$ cat src/rtl/daynight_ctrl.sv
// Scene timebase: detects frame starts on vsync, counts frames and sweeps a
// wrapping 8-bit day/night phase with dwell periods at midnight and midday.
module daynight_ctrl #(
  parameter int HOLD_FRAMES = 120,
  parameter int DAY_LVL     = 136
) (
  input  logic        clk_pix,
  input  logic        rst_n,
  input  logic        vsync,
  input  logic [3:0]  step_div,
  input  logic        pause,
  input  logic        jump,
  output logic [15:0] frame_count,
  output logic [7:0]  fade_level,
  output logic        night,
  output logic [1:0]  phase_state,
  output logic        cycle_done
);

  typedef enum logic [1:0] {
    ADV    = 2'd0,
    HOLD_N = 2'd1,
    HOLD_D = 2'd2
  } phase_t;

  localparam int              HC_W      = (HOLD_FRAMES > 1) ? $clog2(HOLD_FRAMES) : 1;
  localparam logic [HC_W-1:0] HOLD_LAST = HC_W'(HOLD_FRAMES - 1);
  localparam logic [7:0]      DAY_L     = 8'(DAY_LVL);

  phase_t          state_q, state_d;
  logic [HC_W-1:0] hold_q, hold_d;
  logic [3:0]      div_q, div_d;
  logic [7:0]      fade_d;
  logic [15:0]     frame_d;
  logic            cd_d;
  logic            vs_q;
  logic            tick;
  logic [4:0]      eff_div;
  logic [4:0]      div_inc;
  logic [7:0]      fade_inc;

  // Same thresholds the stars stage applies to fade_level.
  function automatic logic is_night(input logic [7:0] f);
    return (f < 8'd64) || (f > 8'd208);
  endfunction

  assign tick     = vsync & ~vs_q;
  assign eff_div  = (step_div == 4'd0) ? 5'd1 : {1'b0, step_div};
  assign div_inc  = {1'b0, div_q} + 5'd1;
  assign fade_inc = fade_level + 8'd1;

  always_ff @(posedge clk_pix) begin
    if (!rst_n) begin
      state_q     <= HOLD_N;
      hold_q      <= '0;
      div_q       <= '0;
      fade_level  <= '0;
      frame_count <= '0;
      cycle_done  <= 1'b0;
      night       <= 1'b1;
      vs_q        <= 1'b1;
    end else begin
      state_q     <= state_d;
      hold_q      <= hold_d;
      div_q       <= div_d;
      fade_level  <= fade_d;
      frame_count <= frame_d;
      cycle_done  <= cd_d;
      night       <= is_night(fade_d);
      vs_q        <= vsync;
    end
  end

  always_comb begin
    state_d = state_q;
    hold_d  = hold_q;
    div_d   = div_q;
    fade_d  = fade_level;
    cd_d    = 1'b0;
    frame_d = frame_count + {15'd0, tick};

    // A jump overrides any tick effect on the phase; a jump-induced wrap is not a cycle_done.
    if (jump) begin
      if (state_q == HOLD_D || fade_level >= DAY_L) begin
        fade_d  = 8'd0;
        state_d = HOLD_N;
      end else begin
        fade_d  = DAY_L;
        state_d = HOLD_D;
      end
      hold_d = '0;
      div_d  = '0;
    end else if (tick && !pause) begin
      unique case (state_q)
        ADV: begin
          if (div_inc >= eff_div) begin
            div_d  = '0;
            fade_d = fade_inc;
            if (fade_inc == 8'd0) begin
              state_d = HOLD_N;
              cd_d    = 1'b1;
              hold_d  = '0;
            end else if (fade_inc == DAY_L) begin
              state_d = HOLD_D;
              hold_d  = '0;
            end
          end else begin
            div_d = div_inc[3:0];
          end
        end
        HOLD_N, HOLD_D: begin
          if (hold_q == HOLD_LAST) begin
            state_d = ADV;
            hold_d  = '0;
            div_d   = '0;
          end else begin
            hold_d = hold_q + HC_W'(1);
          end
        end
        default: state_d = HOLD_N;
      endcase
    end
  end

  assign phase_state = state_q;

endmodule

$ cat config.mk
export PLATFORM = sky130hd
export DESIGN_NAME = daynight_ctrl
export DESIGN_NICKNAME = d
export VERILOG_FILES = /design/src/rtl/daynight_ctrl.sv
export SDC_FILE = /design/constraint.sdc
export NUM_CORES = 1
export LEC_CHECK = 0
export ABC_CLOCK_PERIOD_IN_PS = 7000
export BUFFER_PORTS_ARGS = -buffer_cell sky130_fd_sc_hd__buf_2
export CAP_MARGIN = 20
export CORE_MARGIN = 1
export CORE_UTILIZATION = 55
export CTS_BUF_LIST = sky130_fd_sc_hd__clkbuf_8
export DETAILED_ROUTE_END_ITERATION = 6
export PLACE_DENSITY = 0.81
export SETUP_SLACK_MARGIN = 0.2
export SYNTH_ARGS = -nofsm -noshare
export SYNTH_HDL_FRONTEND = slang
export SYNTH_SLANG_ARGS = --single-unit
$ cat constraint.sdc
create_clock -name clk_pix -period 7 [get_ports clk_pix]
set_input_delay 2.1 -clock clk_pix [delete_from_list [all_inputs] [get_ports clk_pix]]
set_output_delay 2.1 -clock clk_pix [all_outputs]
set_load 0.01 [all_outputs]
==> Word level (Yosys, flattened, before mapping) <==
Cells that the tools add are included.
{ "word_totals": {"ff_bits": 40, "inputBits": 9, "output_inout_bits": 28, "wordCells": 70} }
{ "op_classes": {"add_sub_neg": 4, "order_cmp": 4, "eq_ne": 10, "mux": 23, "n_bitwise": 6, "reduce_logical": 15} }
{ "ops": {"columns": ["operator", "count"], "rows": [
  ["two-way mux 8 bit", 5],
  ["two-way mux 7 bit", 4],
  ["adder 16 x 1 -> 16 bit", 1],
  ["two-way mux 2 bit", 7],
  ["case mux 7 bit (2 select lines)", 1],
  ["two-way mux 4 bit", 3],
  ["inequality test 3 bit, second input constant", 3],
  ["adder 8 x 1 -> 8 bit, second input constant", 1],
  ["== test 8 bit, second input constant", 1],
  ["greater-or-equal comparator 8 bit, second input constant", 1],
  ["> comparator 8 bit, second input constant", 1],
  ["zero test 8 bit", 1],
  ["< comparator 8 x 7 -> 1 bit, second input constant", 1],
  ["case mux 4 bit (2 select lines)", 1],
  ["AND reduction 4 bit", 2],
  ["adder 7 x 1 -> 7 bit, second input constant", 1],
  ["== test 7 bit, second input constant", 1],
  ["adder 4 x 1 -> 5 bit, second input constant", 1],
  ["greater-or-equal comparator 5 x 4 -> 1 bit", 1],
  ["NOT 1 bit", 5],
  ["OR reduction 5 bit", 1],
  ["zero test 4 bit", 1],
  ["inequality test 2 bit, second input constant", 2],
  ["inequality test 4 bit, second input constant", 1],
  ["12 further kinds", 15]
]} }

==> Logic depth before layout (Yosys ltp) <==
Gate-level depths: netlist (run 1).
{ "depth": {"ltp_word": 9, "ltp_mapped": 11, "mapped_depth_nobuf": 10} }

==> Least setup slack after synthesis (run 1) <==
OpenSTA, ideal clock, no wires.
{ "synth_path": {"kind": "input to register", "startpoint": "in step_div[2]", "endpoint": "reg night", "setup_time_ns": 0.125, "arrival_ns": 3.788, "required_time_ns": 6.875, "path_slack_ns": 3.087, "path_stages": 10, "path_buffers": 0, "path_cell_list": "inv_1 a31o_2 ha_1 nor2b_2 o21ai_4 a21oi_2 or4_1 a21oi_2 o21a_1 nand3_1"} }
{ "synth_via": {"elab_chain_len": 9, "elab_cells_between_ends": 10, "cone_classes": "order compare: 3; mux: 5; reduce/logical: 2"} }
{ "synth_rtl": {"columns": ["item", "line_no", "rtl"], "rows": [
  ["start, declared", "10", "input logic [3:0] step_div,"],
  ["zero test 4 bit", "48", "assign eff_div = (step_div == 4'd0) ? 5'd1 : {1'b0, step_div};"],
  ["two-way mux 4 bit *", "48", null],
  ["greater-or-equal comparator 5 x 4 -> 1 bit *", "96", "if (div_inc >= eff_div) begin"],
  ["two-way mux 8 bit *", "96", null],
  ["two-way mux 8 bit *", "94", "unique case (state_q)"],
  ["two-way mux 8 bit *", "93", "end else if (tick && !pause) begin"],
  ["two-way mux 8 bit *", "83", "if (jump) begin"],
  ["< comparator 8 x 7 -> 1 bit or > comparator 8 bit (tied branches)", "44", "return (f < 8'd64) || (f > 8'd208);"],
  ["logical OR 1 bit *", "44", null],
  ["end signal, assigned", "69", "night <= is_night(fade_d);"],
  ["end, declared", "15", "output logic night,"]
]} }
Mark *: on every way between the ends. The rest lies on a longest branch, timed or not.
A chain may end at the register's enable or synchronous reset.

==> Final worst setup path (run 1) <==
Same ends and word-level chain as after synthesis.

==> results of run 1 <==
-- critical path, stage by stage --
cell and delay [ns]:
buf_2 0.07, inv_1 0.04, a31o_2 0.24, ha_1 0.29
nor2b_2 0.05, o21ai_4 0.19, a21oi_2 0.17, or4_1 0.52
a21oi_2 0.21, o21a_1 0.15, nand3_1 0.05
-- logic make-up after synthesis --
| kind of cell | Yosys count | share of synthesized area |
|---|---|---|
| adder cells (fa/ha/maj) | 12 | 0.0637 |
| AND/OR/NAND/NOR | 123 | 0.298 |
| flip-flops | 40 | 0.340 |
| multiplexers | 2 | 0.00849 |
| buffers and inverters | 19 | 0.0398 |
| AO/OA/AOI/OAI | 61 | 0.187 |
| XOR/XNOR | 16 | 0.0626 |
-- flip-flops by register name, indices dropped and copies added, names as in the netlist --
signal,count
cycle_done,1
div_q,4
fade_level,8
frame_count,16
hold_q,7
night,1
phase_state,2
vs_q,1
-- layout by cell type (no fill, tap or decap), types with 3 or more instances in the layout --
cell	netlist	final
dfxtp_1	40	40
buf_2	0	36
nand2_1	21	21
and2_1	18	18
nand3_1	17	17
o21ai_0	15	15
ha_1	12	12
inv_1	11	11
xnor2_1	11	11
nor2_1	11	11
nor2b_1	9	9
nor3_1	7	7
clkbuf_8	0	7
and3_1	6	6
or3_1	6	6
a21oi_1	6	6
nand4_1	6	6
a21oi_2	5	5
xor2_1	4	4
o31ai_1	4	4
nand3b_1	4	4
nand2b_1	3	3
o311ai_1	3	3
o41ai_1	3	3
-- through the flow --
step / utilization / hold slack, ns
2_1_floorplan: - / 0.436
3_3_place_gp: 0.628 / 0.464
3_5_place_dp: 0.628 / 0.478
4_1_cts: 0.659 / 0.490
5_1_grt: 0.659 / 0.502
6_report: 0.659 / 0.487
-- worst paths after layout --
check                                            start                endpoint  cells past startpoint
worst max-delay path                       step_div[2]        night$_SDFF_PN1_                     11
worst min-delay path            hold_q[1]$_SDFFE_PP0P_  hold_q[1]$_SDFFE_PP0P_                      2
worst max register to register   div_q[0]$_SDFFE_PP0P_        night$_SDFF_PN1_                     10
worst min register to register  hold_q[1]$_SDFFE_PP0P_  hold_q[1]$_SDFFE_PP0P_                      2
-- cell type report --
| cell class | count | share of cell area |
|---|---|---|
| inverters | 11 | 0.0154 |
| clock buffers | 7 | 0.0360 |
| well taps | 50 | 0.0234 |
| flip-flops and latches | 40 | 0.299 |
| clock inverters | 1 | 0.0112 |
| multi-input cells | 214 | 0.547 |
| repair buffers | 36 | 0.0674 |
-- power by group through the flow --
stage | registers, mW | logic, mW | clock network, mW
finish | 0.234 | 0.0450 | 0.207
floorplan | 0.240 | 0.0328 | 0
CTS | 0.234 | 0.0451 | 0.212
detailed placement | 0.240 | 0.0445 | 0
global placement | 0.240 | 0.0438 | 0
global route | 0.235 | 0.0508 | 0.222
-- metal layers --
layer,vias to the layer above,part of all wire
met3,7,0.040
met2,42,0.45
met1,946,0.49
met5,-,0
met4,0,0.015
li1,1054,-
==> results by group, run 1 <==
Outcome
  – Outcome: completed

Yosys
  – Synth top area share: 0.340
  – Count leader, synth: dfxtp_1
  – Synth unique cells: 57
  – Mapped cell area: 2360 sq um
  – Yosys reg bits: 40
  – Syn Area/Cell: 8.63 sq um
  – Synth area leader: dfxtp_1
  – EDFF count, synth: 0
  – Top cells by area, synth: dfxtp_1 (34%), ha_1 (6.4%), and2_1 (4.8%)
  – Syn nets: 294
  – FFs w/ async S/R, synth: 0
  – Post-synthesis sequential area ratio: 0.340
  – Yosys warnings: 0
  – Ys flop type: dfxtp_1
  – Cell count after synthesis: 273
  – Post-synth top cells: dfxtp_1 (40), nand2_1 (21), and2_1 (18), nand3_1 (17), o21ai_0 (15)

Placement
  – Cells after DPL: 351
  – Dpl cell area: 2550 sq um
  – Post-DP HPWL: 3440 um
  – Dpl ws: 2.80 ns
  – Routability Congestion: 0.829
  – IO buf count: 36

STA
  – Final Hold Viols: 0
  – Actual slew at the worst max-slew pin: 0.659 ns
  – Fmax: 256 MHz
  – Final Cycle Share: 0.558
  – Final setup viols: 0
  – Final TNS setup: 0 ns
  – Worst Skew: 0.00841 ns
  – Slew headroom: 0.556
  – RSZ-0062 raised after global routing: no
  – Final Worst Setup Slack: 3.10 ns
  – Crit path time final: 3.90 ns
  – Slew Limit Fails: 0

Floorplanning
  – Io pins: 37
  – Initial Util: 0.581
  – Std cell rows: 23
  – Core area: 4060 sq um
  – Die area: 4550 sq um
  – Die height: 67.5 um
  – Die extent in x: 67.5 um

Global routing
  – GR Util met1: 0.298
  – Met2 usage: 0.379
  – Remaining global-route overflow: 0
  – Met3 usage: 0.0574
  – Number of global-route vias before repair: 1,923
  – Most Used Layer, Global Route: met2
  – Initial antenna violation count: 0
  – First-pass GRT wire length: 8250 um
  – GRT Resource Usage Total: 0.236
  – Pin count of the biggest net entering global routing: 27

Worst setup path
  – Arr. time, crit path: 4.09 ns
  – CP endpoint kind: flip-flop
  – R2r setup slk: 4.43 ns
  – Crit path kind: in -> reg
  – Critical Path RT: 7.18 ns
  – Setup crit start kind: primary input
  – Maximum fanout along the worst path: 12

Final layout
  – Fin cells: 359
  – Layout Nets: 329
  – Reg area: 801 sq um
  – Layout cell share with drive strength beyond 1: 0.204
  – Antenna diodes: 0
  – P&R area growth vs syn: 13.4%
  – Multi-input logic area: 1460 sq um
  – Post-Layout Inst Area: 2670 sq um
  – Fill cells: 370

Clocking
  – Clock slew at reported path FFs: 0.07 ns
  – Setup Buffers After CTS: 0
  – Worst-Skew Late Latency: 0.30 ns
  – Sink Count: 40
  – H-tree level count: 2
  – CTS buffer count: 5
  – CTS tree: yes
  – # hold bufs at CTS: 0
  – Clock buffer depth: 2
  – Clock tree root buffer cell: clkbuf_8
  – Post-CTS resize count: 0

Detailed routing
  – Via count: 2,049
  – DRT iter0 DRCs: 160
  – Vias per inst: 5.71
  – Total wire length: 4840 um
  – WL per Instance: 13.5 um
  – Pre-antenna DRT Iters: 4
  – Antenna Nets Post-Route: 0
  – # DRC: 0

Power and ir drop
  – Combinational share of power: 0.092
  – Pwr/cell area: 182 nW/um^2
  – Lkg Pwr: 1.11 nW
  – Total power: 487 uW
  – Net Switching: 113 uW
  – Worst VDD drop: 0.000103 V
  – Sw Share: 0.232
  – Internal: 374 uW
  – Seq pwr share: 0.481
  – Clk pwr share: 0.426

Min path
  – Worst min-delay path category: reg -> reg

Flow run
  – Max Cap Violations: 0
Power figures use the tool's default switching activity.
==> run 2: changes to the inputs <==
--- a/config.mk
+++ b/config.mk
@@ -5,11 +5,11 @@
 export SDC_FILE = /design/constraint.sdc
 export NUM_CORES = 1
 export LEC_CHECK = 0
-export ABC_CLOCK_PERIOD_IN_PS = 7000
+export ABC_CLOCK_PERIOD_IN_PS = 3500
 export BUFFER_PORTS_ARGS = -buffer_cell sky130_fd_sc_hd__buf_2
 export CAP_MARGIN = 20
 export CORE_MARGIN = 1
-export CORE_UTILIZATION = 55
+export CORE_UTILIZATION = 53
 export CTS_BUF_LIST = sky130_fd_sc_hd__clkbuf_8
 export DETAILED_ROUTE_END_ITERATION = 6
 export PLACE_DENSITY = 0.81
==> constraint.sdc (replaced) <==
create_clock -name clk_pix -period 3.5 [get_ports clk_pix]
set_input_delay 1.05 -clock clk_pix [delete_from_list [all_inputs] [get_ports clk_pix]]
set_output_delay 1.05 -clock clk_pix [all_outputs]
set_load 0.01 [all_outputs]
==> run 2 against run 1 <==
  * Clock power increased by 56%
  * Final area decreased by 1.3%
  * Die area increased by 3.7%
  * Critical endpoint unchanged
  * Largest cell class unchanged
  * Worst hold slack got worse by 0.0092 ns
  * Via count increased by 2.0%
  * Largest power group unchanged
  * First-iteration DRC count decreased by 37%
  * Sequential power increased by 100%
  * Utilization decreased by 2.2 points
==> results by group, run 2 (synthesis gave the netlist of run 1 again) <==
Outcome
  – Outcome: completed

Clocking
  – CTS tree: yes
  – H-tree level count: 2 (unchanged)
  – Sink Count: 40 (unchanged)
  – # hold bufs at CTS: 0 (unchanged)
  – Worst-Skew Late Latency: 0.30 ns (about the same)
  – Setup Buffers After CTS: 0 (unchanged)
  – Clock buffer depth: 2 (unchanged)
  – CTS buffer count: 5 (unchanged)
  – Clock tree root buffer cell: clkbuf_8
  – Post-CTS resize count: 0 (unchanged)
  – Clock slew at reported path FFs: 0.08 ns (about the same)

Floorplanning
  – Initial Util: 0.569 (-0.0121)
  – Die extent in x: 68.7 um (+1.8%)
  – Die height: 68.7 um (+1.8%)
  – Io pins: 37 (unchanged)
  – Core area: 4140 sq um (+2.1%)
  – Std cell rows: 23 (unchanged)
  – Die area: 4720 sq um (+3.7%)

Worst setup path
  – CP max-delay cell: or4_1
  – R2r setup slk: 0.89 ns (-3.54 ns)
  – Crit path kind: in -> reg
  – RR Startpoint: div_q[0]$_SDFFE_PP0P_
  – CP most frequent cell: a21oi_2
  – Arr. time, crit path: 3.02 ns (-1.07 ns)
  – CP Cell Sequence: buf_2 -> inv_1 -> a31o_2 -> ha_1 -> nor2b_2 -> o21ai_4 -> a21oi_2 -> or4_1 -> a21oi_2 -> o21a_1 -> nand3_1
  – FF-to-FF path depth: 10 (unchanged)
  – Setup crit start kind: primary input
  – Maximum fanout along the worst path: 12 (unchanged)
  – Critical Path RT: 3.68 ns (-3.50 ns)
  – CP endpoint kind: flip-flop
  – CP peak stage delay: 0.51 ns (about the same)
  – Reg2reg end: night$_SDFF_PN1_

STA
  – Slew Limit Fails: 0 (unchanged)
  – Final Worst Setup Slack: 0.664 ns (-2.43 ns)
  – Final Hold Viols: 0 (unchanged)
  – Final Cycle Share: 0.810
  – Fmax: 353 MHz
  – Slew headroom: 0.553 (-0.00267)
  – Worst Skew: 0.0113 ns (+0.00289 ns)
  – Final setup viols: 0 (unchanged)
  – RSZ-0062 raised after global routing: no
  – Actual slew at the worst max-slew pin: 0.663 ns (+0.00396 ns)
  – Crit path time final: 2.84 ns
  – Final TNS setup: 0 ns (unchanged)

Detailed routing
  – DRT iter0 DRCs: 101 (-37%)
  – # DRC: 0 (unchanged)
  – Pre-antenna DRT Iters: 4 (unchanged)
  – WL per Instance: 13.8 um (+2.5%)
  – Antenna Nets Post-Route: 0 (unchanged)
  – Via count: 2,089 (+2.0%)
  – Total wire length: 4960 um (+2.5%)
  – Vias per inst: 5.82 (+2.0%)

Final layout
  – Fill cells: 383 (+3.5%)
  – P&R area growth vs syn: 12.0%
  – Most common cell after layout, fill and taps aside: dfxtp_1
  – Util after Layout: 0.637 (-0.0219)
  – Layout cell share with drive strength beyond 1: 0.204 (unchanged)
  – Post-Layout Inst Area: 2640 sq um (-1.3%)
  – Largest reg by FF count: frame_count
  – Max reg flops: 16 (unchanged)
  – Biggest regs: frame_count x16, fade_level x8, hold_q x7
  – Layout Nets: 329 (unchanged)
  – Antenna diodes: 0 (unchanged)
  – Highest-count cells in the layout ignoring fill and taps: dfxtp_1 (40), buf_2 (36), nand2_1 (21), and2_1 (18), nand3_1 (17)

Placement
  – Post-DP HPWL: 3590 um (+4.4%)
  – IO buf count: 36 (unchanged)
  – Dpl cell area: 2550 sq um (unchanged)
  – Routability Congestion: 0.858 (+3.6%)
  – Dpl ws: 0.347 ns (-2.45 ns)

Power and ir drop
  – Total power: 880 uW (+81%)
  – Lkg Pwr: 1.10 nW (-1.2%)
  – Worst VDD drop: 0.000252 V (+150%)
  – Pwr/cell area: 333 nW/um^2 (+83%)

Global routing
  – Most Used Layer, Global Route: met2
  – Initial antenna violation count: 0 (unchanged)
  – GRT Resource Usage Total: 0.234 (-0.00202)
  – GR Util met1: 0.322 (+0.0240)
  – Number of global-route vias before repair: 1,722 (-10%)
  – Met2 usage: 0.347 (-0.0319)
  – Remaining global-route overflow: 0 (unchanged)
  – First-pass GRT wire length: 8010 um (-2.9%)
  – Pin count of the biggest net entering global routing: 27 (unchanged)
  – Met3 usage: 0.0658 (+0.00836)

Min path
  – Hold_sp: hold_q[5]$_SDFFE_PP0P_
  – Hold Path Cell Cnt: 1 (-1)
  – Worst min-delay path category: reg -> reg
  – Worst Hold Path EP: hold_q[5]$_SDFFE_PP0P_

Flow run
  – Max Cap Violations: 0 (unchanged)
run 2: changes by cell type in the layout (fill, tap and decap cells not counted):
cell / before / now
clkbuf_8: 7 / 6
bufinv_16: 1 / 0
clkinv_2: 0 / 2
run 2: worst max-delay path by stage:
stage,end,depth (start not counted),from,slack (ns)
floorplan,night$_SDFF_PN1_,10,step_div[2],0.64
global placement,night$_SDFF_PN1_,11,step_div[2],0.42
detailed placement,night$_SDFF_PN1_,11,step_div[2],0.35
CTS,night$_SDFF_PN1_,11,step_div[2],0.67
global route,hold_q[4]$_SDFFE_PP0P_,11,step_div[2],0.54
finish,night$_SDFF_PN1_,11,step_div[2],0.66
run 2: report_power, final:
group / switching (mW) / internal, mW
Sequential: 0.00739 / 0.461
Clock: 0.164 / 0.157
Combinational: 0.0551 / 0.0348
Total: 0.227 / 0.653
run 2: per-stage QoR:
step / cells / hold WS (ns)
after floorplan: 273 / 0.436
after global placement: 351 / 0.463
after detailed placement: 351 / 0.464
after CTS: 359 / 0.482
after global routing: 359 / 0.494
final: 359 / 0.478
run 2: final cells by class:
| cell class | count | area (sq um) | share of cell area |
|---|---|---|---|
| sequential | 40 | 801 | 0.303 |
| multi-input combinational | 214 | 1460 | 0.554 |
| clock buffer | 6 | 82.6 | 0.0313 |
| timing repair buffer | 36 | 180 | 0.0682 |
| tap | 50 | 62.6 | 0.0237 |
| clock inverter | 2 | 10.0 | 0.00379 |
| inverter | 11 | 41.3 | 0.0156 |
run 2: worst max-delay path: cells and delay by family:
kind / cells / cell delay (ns)
AOI/OAI and AO/OA: 5 / 0.95
and+or+nand+nor: 3 / 0.62
adders and majority gates: 1 / 0.28
buffers and inverters: 2 / 0.11
run 2: per-layer routing:
metal | vias up | share of wire
li1 | 1061 | -
met1 | 981 | 0.49
met2 | 42 | 0.45
met3 | 5 | 0.044
met4 | 0 | 0.011
met5 | - | 0
